**src/rtl/dmem_port_ctrl.sv**
```systemverilog
// Registered request stage between the LSQ cache port and the data cache.
// Optional performance counters are enabled by defining DMEM_PERF_CNT_EN.
module dmem_port_ctrl (
    input  logic        clk,
    input  logic        rst,
    input  logic        flush,
    input  logic [31:0] ufp_addr,
    input  logic [3:0]  ufp_rmask,
    input  logic [3:0]  ufp_wmask,
    input  logic [31:0] ufp_wdata,
    output logic [31:0] ufp_rdata,
    output logic        ufp_resp,
    output logic [31:0] dc_addr,
    output logic [3:0]  dc_rmask,
    output logic [3:0]  dc_wmask,
    output logic [31:0] dc_wdata,
    input  logic [31:0] dc_rdata,
    input  logic        dc_resp,
    output logic [31:0] perf_loads,
    output logic [31:0] perf_stores,
    output logic [31:0] perf_stalls,
    output logic [31:0] perf_squashed
);

    typedef enum logic [1:0] {StIdle, StBusy, StDrain} state_e;

    state_e      state_q, state_d;
    logic [31:0] addr_q, addr_d;
    logic [3:0]  rmask_q, rmask_d;
    logic [3:0]  wmask_q, wmask_d;
    logic [31:0] wdata_q, wdata_d;
    logic        squash;

    always_ff @(posedge clk) begin
        if (rst) begin
            state_q <= StIdle;
            addr_q  <= '0;
            rmask_q <= '0;
            wmask_q <= '0;
            wdata_q <= '0;
        end else begin
            state_q <= state_d;
            addr_q  <= addr_d;
            rmask_q <= rmask_d;
            wmask_q <= wmask_d;
            wdata_q <= wdata_d;
        end
    end

    always_comb begin
        state_d   = state_q;
        addr_d    = addr_q;
        rmask_d   = rmask_q;
        wmask_d   = wmask_q;
        wdata_d   = wdata_q;
        ufp_resp  = 1'b0;
        ufp_rdata = '0;
        squash    = 1'b0;
        unique case (state_q)
            StIdle: begin
                if (((ufp_rmask | ufp_wmask) != 4'h0) && !flush) begin
                    addr_d  = ufp_addr;
                    // A request carrying both masks is treated as a store.
                    rmask_d = (ufp_wmask != 4'h0) ? 4'h0 : ufp_rmask;
                    wmask_d = ufp_wmask;
                    wdata_d = ufp_wdata;
                    state_d = StBusy;
                end
            end
            StBusy: begin
                if (dc_resp) begin
                    addr_d  = '0;
                    rmask_d = '0;
                    wmask_d = '0;
                    wdata_d = '0;
                    state_d = StIdle;
                    if (flush) begin
                        squash = 1'b1;
                    end else begin
                        ufp_resp  = 1'b1;
                        ufp_rdata = (wmask_q != 4'h0) ? 32'h0 : dc_rdata;
                    end
                end else if (flush) begin
                    state_d = StDrain;
                end
            end
            StDrain: begin
                if (dc_resp) begin
                    addr_d  = '0;
                    rmask_d = '0;
                    wmask_d = '0;
                    wdata_d = '0;
                    state_d = StIdle;
                    squash  = 1'b1;
                end
            end
            default: begin
                state_d = StIdle;
            end
        endcase
    end

    assign dc_addr  = addr_q;
    assign dc_rmask = rmask_q;
    assign dc_wmask = wmask_q;
    assign dc_wdata = wdata_q;

`ifdef DMEM_PERF_CNT_EN
    logic [31:0] loads_q, stores_q, stalls_q, squashed_q;
    logic        waiting;

    assign waiting = ((state_q == StBusy) || (state_q == StDrain)) && !dc_resp;

    always_ff @(posedge clk) begin
        if (rst) begin
            loads_q    <= '0;
            stores_q   <= '0;
            stalls_q   <= '0;
            squashed_q <= '0;
        end else begin
            if (ufp_resp && (rmask_q != 4'h0)) loads_q <= loads_q + 32'd1;
            if (ufp_resp && (wmask_q != 4'h0)) stores_q <= stores_q + 32'd1;
            if (waiting) stalls_q <= stalls_q + 32'd1;
            if (squash) squashed_q <= squashed_q + 32'd1;
        end
    end

    assign perf_loads    = loads_q;
    assign perf_stores   = stores_q;
    assign perf_stalls   = stalls_q;
    assign perf_squashed = squashed_q;
`else
    logic unused_squash;
    assign unused_squash = squash;
    assign perf_loads    = '0;
    assign perf_stores   = '0;
    assign perf_stalls   = '0;
    assign perf_squashed = '0;
`endif

endmodule

```
**config.mk**
```make
export PLATFORM = sky130hd
export DESIGN_NAME = dmem_port_ctrl
export DESIGN_NICKNAME = d
export VERILOG_FILES = /design/src/rtl/dmem_port_ctrl.sv
export SDC_FILE = /design/constraint.sdc
export NUM_CORES = 1
export LEC_CHECK = 0
export CORE_AREA = 2 2 133 135
export CTS_BUF_LIST = sky130_fd_sc_hd__clkbuf_4
export DETAILED_ROUTE_END_ITERATION = 16
export DIE_AREA = 0 0 135 137
export GPL_TIMING_DRIVEN = 0
export PLACE_DENSITY = 0.73
export SKIP_CTS_REPAIR_TIMING = 1
export SYNTH_ARGS = -nofsm -noshare
export SYNTH_HDL_FRONTEND = slang
export SYNTH_SLANG_ARGS = --single-unit
export TNS_END_PERCENT = 30
```
**constraint.sdc**
```tcl
create_clock -name clk -period 1.85 [get_ports clk]
set_input_delay 0.2775 -clock clk [delete_from_list [all_inputs] [get_ports clk]]
set_output_delay 0.2775 -clock clk [all_outputs]
set_load 0.02 [all_outputs]
```
==> impl_metrics.toml <==
[run_status]
outcome = "complete, but fails checks"
failed_checks = "negative setup slack"

[routing]
wl_met2_mm = 6.27
ant_nets = 0
met1_length_mm = 4.30
wl_met3_mm = 1.11
drc = 0
via_per_inst = 3.60
routed.top_layer = "met4"
drt_iter0_markers = 104
wl_per_cell_um = 12.5
first_pass_iters = 4
wl_mm = 11.8
vias = 3408

[hold_path]
min_to = "dc_wmask[1]$_SDFFE_PP0P_"
min_path_type = "in2reg"
holdCritStartpoint = "ufp_wmask[1]"
whs_path_depth = 2

[logic_synthesis]
synth_area_mm2 = 0.00373
synth-edff-count = 0
yosysMostFrequentCell = "buf_4"
synth_top_area_frac = 0.397
ys_seq_elements = 74
synth_top_cell_by_area = "dfxtp_1"
synthCells = 357
avgSynthCellArea_um2 = 10.5
synth_cell_types = 27
synth_area_leaders = "dfxtp_1 40%, buf_4 26%, a22o_1 17%, and3_1 5.4%, buf_8 2.8%"
synthArstFlopShare = 0
synthTopCellsByCount = "128 x buf_4, 74 x dfxtp_1, 72 x a22o_1, 32 x and3_1, 7 x buf_8"
synth_ff_type = "dfxtp_1"
synth_warnings = 0
ys_seq_area_frac = 0.397

[setup_path]
r2r_cells = 9
crit_path_end_kind = "output port"
cp.arrival_ns = 1.81
crit_path_frequent_cell = "buf_6"
criticalPathCategory = "reg2out"
critPathBufInv = 3
path_cells = "inv_2 > ha_4 > nor2b_4 > and2_4 > buf_6 > and3_1 > buf_6"
critPathRequiredTime_ns = 1.57
crit_fanout = 5
rr_endpoint = "dc_wdata[5]$_SDFFE_PP0P_"
r2r-start = "state_q[1]$_SDFFE_PP0P_"
critPathLaunchType = "register"
worstSetupPathDepth = 7
crit_family = "simple AND/OR/NAND/NOR gates"
cpMaxStageDelayCell = "dfxtp_2"
critPathMaxStageDelay_ns = 0.36
ff2ff_setup_slack_ns = -0.08

[clocking]
clock-root-buffer = "clkbuf_4"
clk_latency_ns = 0.42
cts_tree = "built"
clock-sinks = 74
h-tree-depth = 3
clk_pin_slew_ns = 0.13
cts_buffers = 9
clockBufferDepth = 2

[floorplan]
die_area_mm2 = 0.0185
die_height_um = 137
die_w_um = 135
core-area_mm2 = 0.0171
rows = 48
io_pins = 341
start_util = 0.219

[timing]
slew-limit-headroom = 0.635
fin_crit_sh = 1.13
setup_viol = 93
fin_crit_ns = 2.09
rsz0062_at_grt = "true"
setup_slack_ns = -0.237
fin_skew_ns = 0.0145
slew_viol_final = 0
tightest_slew_ns = 0.546
hold_viol = 0
max_freq_mhz = 479

[global_route]
track_usage = 0.113
grt_overflow_total = 0
grt_pass1_wl_mm = 16.4
grt_max_degree = 14
antenna_found_initial = 1
grt_pass1_vias = 3094

[power]
leakage_nw = 3.41
cellPowerDensity_mw_per_mm2 = 838
ir_drop_uv = 389

[finish]
fin_nets = 827
multi_input_area_mm2 = 0.00175
layout-drive-gt1-share = 0.333
area_growth_syn_to_layout_pct = 90.1
seq_area_mm2 = 0.00149
final_cells = 946
post-route-util = 0.416
nFillCells = 1681

[place]
dpl.cell_count = 921
dpl.hpwl_mm = 9.40
place.gp.congestion = 0.688
port-buffer-count = 212

[run]
maxCapViolCount = 0
==> worst max-delay path by stage <==
stage	from	to	slack [ns]
after floorplan	state_q[0]$_SDFFE_PP0P_	dc_addr[10]$_SDFFE_PP0P_	0.02
after global placement	flush	ufp_rdata[24]	-0.89
after detailed placement	flush	ufp_rdata[24]	-0.91
after CTS	dc_wmask[2]$_SDFFE_PP0P_	ufp_rdata[24]	-1.32
after global routing	state_q[1]$_SDFFE_PP0P_	ufp_rdata[9]	-0.34
final	state_q[1]$_SDFFE_PP0P_	ufp_rdata[28]	-0.24
==> metrics by stage <==
step	worst slack [ns]	total power, mW	TNS, ns	hold WS, ns	area, µm²
5_1_grt	-0.344	6.30	-17.97	0.139	7100
3_3_place_gp	-0.886	4.70	-60.46	0.460	6620
6_report	-0.237	5.95	-9.99	0.168	7100
3_5_place_dp	-0.914	4.72	-60.08	0.462	6620
4_1_cts	-1.32	5.76	-61.15	0.397	6760
2_1_floorplan	0.0163	3.63	0	0.403	4220
==> sequential cells by signal, summed over array words and instances (netlist names) <==
signal / flops
state_q: 2
dc_wdata: 32
dc_wmask: 4
dc_addr: 32
dc_rmask: 4
==> cells by family after synthesis <==
family / synth area share
AOI/OAI and AO/OA: 0.182
adders and majority gates: 0.0134
buffers and inverters: 0.312
DFF: 0.397
muxes: 0.00536
other: 0.00100
and+or+nand+nor: 0.0901
==> layout make-up <==
| class | instances | area share |
|---|---|---|
| Tap cell | 225 | 0.0397 |
| Multi-Input combinational cell | 262 | 0.246 |
| Buffer | 147 | 0.172 |
| Sequential cell | 74 | 0.210 |
| Antenna cell | 1 | 0.000352 |
| Timing Repair Buffer | 219 | 0.312 |
| Clock inverter | 7 | 0.00969 |
| Clock buffer | 9 | 0.00952 |
| Inverter | 2 | 0.00106 |
==> power breakdown <==
part	internal (mW)	switching [mW]	total [mW]
registers	1.87	0.160	2.03
clock network	0.407	0.603	1.01
logic	1.49	1.42	2.91
total	3.77	2.18	5.95
==> placed cells by master, fill, tap and decap left out, drive strengths merged, types with 2 or more instances in the layout <==
master / count
a21oi: 3
a22o: 72
and2: 2
and3: 32
buf: 187
clkbuf: 10
clkdlybuf4s50: 173
clkinv: 2
clkinvlp: 3
conb: 128
dfxtp: 74
dlymetal6s2s: 5
ha: 4
inv: 3
mux2i: 2
nand2: 2
nand2b: 5
nor4: 3
==> layer usage <==
metal	GRT usage	up-vias
met1	0.126	1496
met2	0.209	180
li1	-	1724
met3	0.0326	8
met5	0	-
met4	0.0365	0
==> worst register-to-register path, cell delays in order, from the launching register on <==
cell	delay, ns
dfxtp_2	0.38
inv_2	0.06
buf_4	0.14
ha_4	0.21
nand2b_4	0.14
or3_4	0.35
a21oi_4	0.14
buf_12	0.17
buf_8	0.14
a22o_1	0.14
Power figures use the tool's default switching activity.
